<file path="src/rtl/serial_capture_pkg.sv">
// Shared types and limits for the serial_capture block.
// Holds the FSM state enum, bit-counter width and the WIDTH ceiling.
package serial_capture_pkg;

  localparam int CNT_W     = 7;
  localparam int MAX_WIDTH = 127;

  typedef enum logic [1:0] {
    IDLE   = 2'd0,
    SHIFT  = 2'd1,
    PARITY = 2'd2
  } state_e;

endpackage

</file>
<file path="src/rtl/serial_capture_ctl.sv">
// Frame-sequencing FSM and bit counter for serial_capture.
// Ports: clk, rst_n, frame in; start_o (MSB sample), shift_o (data bit
// sample), done_o (final frame bit sampled), drop_o (frame lost mid-word).
// With SERIAL_CAPTURE_PARITY_EN the frame carries one extra parity bit.
module serial_capture_ctl
  import serial_capture_pkg::*;
#(
  parameter int WIDTH = 32
) (
  input  logic clk,
  input  logic rst_n,
  input  logic frame,
  output logic start_o,
  output logic shift_o,
  output logic done_o,
  output logic drop_o
);

  localparam logic [CNT_W-1:0] LAST = CNT_W'(WIDTH - 1);

  state_e           state_q, state_d;
  logic [CNT_W-1:0] bitcnt_q, bitcnt_d;

  always_ff @(posedge clk or negedge rst_n) begin
    if (!rst_n) begin
      state_q  <= IDLE;
      bitcnt_q <= '0;
    end else begin
      state_q  <= state_d;
      bitcnt_q <= bitcnt_d;
    end
  end

  always_comb begin
    state_d  = state_q;
    bitcnt_d = bitcnt_q;
    start_o  = 1'b0;
    shift_o  = 1'b0;
    done_o   = 1'b0;
    drop_o   = 1'b0;
    unique case (state_q)
      IDLE: begin
        if (frame) begin
          start_o  = 1'b1;
          bitcnt_d = CNT_W'(1);
          state_d  = SHIFT;
        end
      end
      SHIFT: begin
        if (!frame) begin
          drop_o   = 1'b1;
          bitcnt_d = '0;
          state_d  = IDLE;
        end else begin
          shift_o = 1'b1;
          if (bitcnt_q == LAST) begin
`ifdef SERIAL_CAPTURE_PARITY_EN
            bitcnt_d = bitcnt_q + CNT_W'(1);
            state_d  = PARITY;
`else
            done_o   = 1'b1;
            bitcnt_d = '0;
            state_d  = IDLE;
`endif
          end else begin
            bitcnt_d = bitcnt_q + CNT_W'(1);
          end
        end
      end
`ifdef SERIAL_CAPTURE_PARITY_EN
      PARITY: begin
        bitcnt_d = '0;
        state_d  = IDLE;
        if (!frame) begin
          drop_o = 1'b1;
        end else begin
          done_o = 1'b1;
        end
      end
`endif
      default: begin
        state_d  = IDLE;
        bitcnt_d = '0;
      end
    endcase
  end

endmodule

</file>
<file path="src/rtl/serial_capture.sv">
// Serial-to-parallel word capture, MSB first, with ack/overrun handling.
// Ports: clk, rst_n, sin, frame, dout_ack in; dout, dout_valid,
// frame_err, overrun, par_err out. Macro SERIAL_CAPTURE_PARITY_EN
// adds a trailing even-parity bit per word; otherwise par_err is 0.
module serial_capture
  import serial_capture_pkg::*;
#(
  parameter int WIDTH = 32
) (
  input  logic             clk,
  input  logic             rst_n,
  input  logic             sin,
  input  logic             frame,
  output logic [WIDTH-1:0] dout,
  output logic             dout_valid,
  input  logic             dout_ack,
  output logic             frame_err,
  output logic             overrun,
  output logic             par_err
);

  // Without parity the last data bit goes straight from sin into dout,
  // so only WIDTH-1 bits need to be held.
`ifdef SERIAL_CAPTURE_PARITY_EN
  localparam int SW = WIDTH;
`else
  localparam int SW = WIDTH - 1;
`endif

  logic             start, shift, done, drop;
  logic             cmp;
  logic [WIDTH-1:0] word;
  logic [SW-1:0]    sreg_q, sreg_d;
  logic [WIDTH-1:0] dout_q, dout_d;
  logic             dout_valid_q, dout_valid_d;
  logic             frame_err_q, frame_err_d;
  logic             overrun_q, overrun_d;

  serial_capture_ctl #(
    .WIDTH(WIDTH)
  ) u_ctl (
    .clk    (clk),
    .rst_n  (rst_n),
    .frame  (frame),
    .start_o(start),
    .shift_o(shift),
    .done_o (done),
    .drop_o (drop)
  );

`ifdef SERIAL_CAPTURE_PARITY_EN
  logic par_q, par_d;
  logic par_err_q, par_err_d;
  logic par_ok;

  always_comb begin
    par_d = par_q;
    if (start) begin
      par_d = sin;
    end else if (shift) begin
      par_d = par_q ^ sin;
    end
    // Even parity: data xor parity bit must be zero.
    par_ok    = ~(par_q ^ sin);
    word      = sreg_q;
    cmp       = done & par_ok;
    par_err_d = done & ~par_ok;
  end

  always_ff @(posedge clk or negedge rst_n) begin
    if (!rst_n) begin
      par_q     <= 1'b0;
      par_err_q <= 1'b0;
    end else begin
      par_q     <= par_d;
      par_err_q <= par_err_d;
    end
  end

  assign par_err = par_err_q;
`else
  always_comb begin
    word = {sreg_q, sin};
    cmp  = done;
  end

  assign par_err = 1'b0;
`endif

  always_comb begin
    sreg_d = sreg_q;
    if (start) begin
      sreg_d = SW'(sin);
    end else if (shift) begin
      sreg_d = SW'({sreg_q, sin});
    end
  end

  // A completing word wins over ack; ack then only suppresses overrun.
  always_comb begin
    dout_d       = dout_q;
    dout_valid_d = dout_valid_q;
    overrun_d    = 1'b0;
    frame_err_d  = drop;
    if (cmp) begin
      dout_d       = word;
      dout_valid_d = 1'b1;
      overrun_d    = dout_valid_q & ~dout_ack;
    end else if (dout_ack) begin
      dout_valid_d = 1'b0;
    end
  end

  always_ff @(posedge clk or negedge rst_n) begin
    if (!rst_n) begin
      sreg_q       <= '0;
      dout_q       <= '0;
      dout_valid_q <= 1'b0;
      frame_err_q  <= 1'b0;
      overrun_q    <= 1'b0;
    end else begin
      sreg_q       <= sreg_d;
      dout_q       <= dout_d;
      dout_valid_q <= dout_valid_d;
      frame_err_q  <= frame_err_d;
      overrun_q    <= overrun_d;
    end
  end

  assign dout       = dout_q;
  assign dout_valid = dout_valid_q;
  assign frame_err  = frame_err_q;
  assign overrun    = overrun_q;

endmodule

</file>
<file path="config.mk">
export PLATFORM = sky130hd
export DESIGN_NAME = serial_capture
export DESIGN_NICKNAME = d
export VERILOG_FILES = /design/src/rtl/serial_capture_pkg.sv /design/src/rtl/serial_capture_ctl.sv /design/src/rtl/serial_capture.sv
export SDC_FILE = /design/constraint.sdc
export NUM_CORES = 1
export LEC_CHECK = 0
export ABC_AREA = 1
export CAP_MARGIN = 15
export CORE_AREA = 5 5 86 88
export DETAILED_ROUTE_END_ITERATION = 16
export DIE_AREA = 0 0 91 93
export GPL_ROUTABILITY_DRIVEN = 0
export MAX_ROUTING_LAYER = met4
export PLACE_DENSITY = 0.67
export SETUP_SLACK_MARGIN = 0.15
export SLEW_MARGIN = 20
export SYNTH_ARGS = -nofsm -noshare
export SYNTH_HDL_FRONTEND = slang
export SYNTH_SLANG_ARGS = --single-unit
</file>
<file path="constraint.sdc">
create_clock -name clk -period 1.8 [get_ports clk]
set_input_delay 0.18 -clock clk [delete_from_list [all_inputs] [get_ports clk]]
set_output_delay 0.18 -clock clk [all_outputs]
set_load 0.02 [all_outputs]
</file>
==> summary.md <==
| Metric | Value |
|---|---|
| Worst-path clk slew | 0.08 ns |
| Post-synth cell types | 26 |
| Routed via count | 1923 |
| Total iterations of the first detailed-routing run | 4 |
| Net Sw Frac | 0.2501 |
| Maximum VDD drop | 0.0004765 V |
| Startpoint type of the worst setup path | flip-flop |
| Worst path arrival time | 1.78 ns |
| Starting Density | 0.4366 |
| Top sig layer | met4 |
| CTS Buf Count | 9 |
| M1 WL | 2493 um |
| Endpoints failing hold | 0 |
| CTS root buffer | clkbuf_8 |
| Max-slew violations | 0 |
| Synthesized flop and latch total | 74 |
| Largest cells by area after synthesis | dfrtp_1 (65%), o22ai_1 (6.8%), nand2_1 (5.9%) |
| Crit-path max cell delay | 0.41 ns |
| Maximum clock path buffer count | 2 |
| H-tree depth | 3 |
| Number of cell rows | 30 |
| Antenna viol nets, final | 0 |
| P_sw | 889.3 uW |
| Slowest CP cell | dfrtp_1 |
| Leakage power | 1.542 nW |
| TritonCTS Sinks | 74 |
| Share of layout cells above drive strength 1 | 0.1314 |
| Power Dens Cells | 1005 mW/mm2 |
| WL/cell | 13.29 um |
| Die extent in y | 93 um |
| GRT Total Usage | 0.1412 |
| Setup_tns | 0 ns |
| Vias per std cell | 4.906 |
| Crit Path Class | reg2reg |
| Io pins | 41 |
| Yosys warnings | 0 |
| Die width | 91 um |
| R2r setup slk | 0.25 ns |
| Comb pwr share | 0.100 |
| Placed cell areas | 0.003307 mm2 |
| Syn_nets | 274 |
| Final Cell Area | 0.003536 mm2 |
| Register area share after synthesis | 0.6457 |
| Reg2reg start | u_ctl.bitcnt_q[0] |
| Core Region | 0.006569 mm2 |
| Detail Placement HPWL | 3302 um |
| Period utilization | 0.8605 |
| Final WL | 5208 um |
| Met2 Routed Length | 2372 um |
| Part of the power in registers | 0.506 |
| Tmin final | 1.549 ns |
| Cells after Synth | 268 |
| Port Buffers | 39 |
| Post-layout nets | 314 |
| CTS tree | yes |
| Setup bufs post-CTS | 0 |
| Worst Path Required | 2.03 ns |
| Clk_skew | 0.01013 ns |
| Status | complete, no violations |
| Synthesized area per cell | 10.70 um2 |
| Layout overhead on the synthesized area | 23.30% |
| Critical path peak fanout | 66 |
| Vias in the first global route | 1896 |
| Initial DRC Count | 104 |
| Hold Crit Class | in2async |
| First-pass GRT wire length | 9266 um |
| Fill cell count | 572 |
| Clock power share | 0.395 |
| Synth area leader | dfrtp_1 |
| Total congestion overflow | 0 |
| Int Power | 2.666 mW |
| CP Cell Sequence | ha_2, nand2_2, nor2_4, nand3_2, buf_12, nand2_1, o21ai_2 |
| CP endpoint kind | flip-flop |
| Layout Utilization | 0.5383 |
| Drc violations | 0 |
| Initial antenna violation count | 0 |
| Worst-skew pair later-pin latency | 0.35 ns |
| # setup viols final | 0 |
| Hold WS | 0.2480 ns |
| Max cap viols | 0 |
| Post-synth top area share | 0.6457 |
| Max frequency | 645.6 MHz |
| Die area | 0.008463 mm2 |
| Largest net degree at the start of global routing | 67 |
| Routed wl met3 | 197 um |
| Antenna Cells | 0 |
| Cell Area, Synth | 0.002868 mm2 |
| Reg2reg end | dout[28] |
| Reg2reg path depth | 7 |
| RSZ-0062 raised after global routing | no |
==> cell usage in the layout (no fill, tap or decap), drive strengths merged <==
| cell | count |
|---|---|
| dlygate4sd3 | 1 |
| nor2 | 8 |
| buf | 6 |
| nand4 | 2 |
| bufinv | 2 |
| clkbuf | 10 |
| nand3 | 4 |
| o22ai | 31 |
| ha | 1 |
| a22o | 1 |
| inv | 39 |
| o21bai | 1 |
| a31oi | 1 |
| clkinv | 3 |
| nor3 | 1 |
| conb | 1 |
| dfrtp | 74 |
| nand2 | 47 |
| a21oi | 2 |
| mux2 | 1 |
| o21ai | 38 |
| clkdlybuf4s50 | 38 |
==> power by group through the flow <==
stage	clock, mW	combinational [mW]	sequential (mW)
6_report	1.40	0.355	1.80
5_1_grt	1.50	0.409	1.81
4_1_cts	1.43	0.356	1.80
3_5_place_dp	0	0.350	1.83
3_3_place_gp	0	0.347	1.83
2_1_floorplan	0	0.260	1.80
==> cell usage after synthesis (all sizes together) <==
master and number:
ha 1, o22ai 31, a22o 1, dfrtp 74, nor3 1, a31oi 1, a21oi 2, clkbuf 7
nand2 47, nand3 4, o21ai 38, buf 9, mux2 1, nor2 8, nand4 2, conb 1
o21bai 1, inv 39
==> sequential cells by signal (all words and copies together), names as in the netlist <==
| name | flops |
|---|---|
| sreg_q | 31 |
| u_ctl.state_q | 1 |
| dout | 32 |
| overrun | 1 |
| frame_err | 1 |
| u_ctl.bitcnt_q | 7 |
| dout_valid | 1 |
==> worst max-delay path by stage <==
stage / from / end / slack (ns) / cells past startpoint
after floorplan: u_ctl.bitcnt_q[0] / dout[10] / 0.41 / 8
after global placement: frame / u_ctl.bitcnt_q[6] / 0.32 / 7
after detailed placement: u_ctl.bitcnt_q[0] / dout[0] / 0.26 / 7
after CTS: u_ctl.bitcnt_q[0] / dout[0] / 0.25 / 7
after global routing: u_ctl.bitcnt_q[0] / dout[24] / 0.16 / 7
final: u_ctl.bitcnt_q[0] / dout[28] / 0.25 / 7
==> critical path, delay by kind of cell, from the launching register on <==
| family | cells | cell delay (ns) |
|---|---|---|
| AOI/OAI and AO/OA | 1 | 0.05 |
| and+or+nand+nor | 4 | 0.49 |
| DFF | 1 | 0.41 |
| buffers and inverters | 1 | 0.21 |
| adders and majority gates | 1 | 0.23 |
==> metal layers <==
layer | up-vias | track usage
met4 | 0 | 0.08068
met2 | 33 | 0.2055
met1 | 917 | 0.1846
met3 | 13 | 0.02896
met5 | - | -
li1 | 960 | -
==> logic make-up (layout without fill, tap and decap cells) <==
kind of cell	Yosys count	in the layout	share of synthesized area
AO/OA/AOI/OAI	74	74	0.1636
adder cells (fa/ha/maj)	1	1	0.004362
buffers and inverters	55	99	0.08987
flip-flops	74	74	0.6457
multiplexers	1	1	0.003926
other	1	1	0.001308
AND/OR/NAND/NOR	62	62	0.09118
==> layout make-up <==
cell class              instances  area (um2)  area share
flip-flops and latches         74        1852      0.5237
multi-input cells             139       760.7      0.2151
repair buffers                 45       460.4      0.1302
inverters                      39       146.4     0.04140
clock buffers                  10       137.6     0.03892
well taps                      80       100.1     0.02831
clock inverters                 5       78.83     0.02229
==> per-stage QoR <==
| stage | power [mW] | std cells | setup WS [ns] |
|---|---|---|---|
| finish | 3.555 | 392 | 0.2510 |
| global route | 3.721 | 392 | 0.1562 |
| CTS | 3.586 | 392 | 0.2476 |
| detailed placement | 2.181 | 376 | 0.2577 |
| global placement | 2.173 | 376 | 0.3152 |
| floorplan | 2.063 | 268 | 0.4073 |
==> timing repair <==
action	CTS	global route
gates resized for setup	0	1
hold buffers	1	0
endpoints found under the hold margin	17	0
endpoints found under the setup margin	0	3
(Power assumes the default switching activity.)
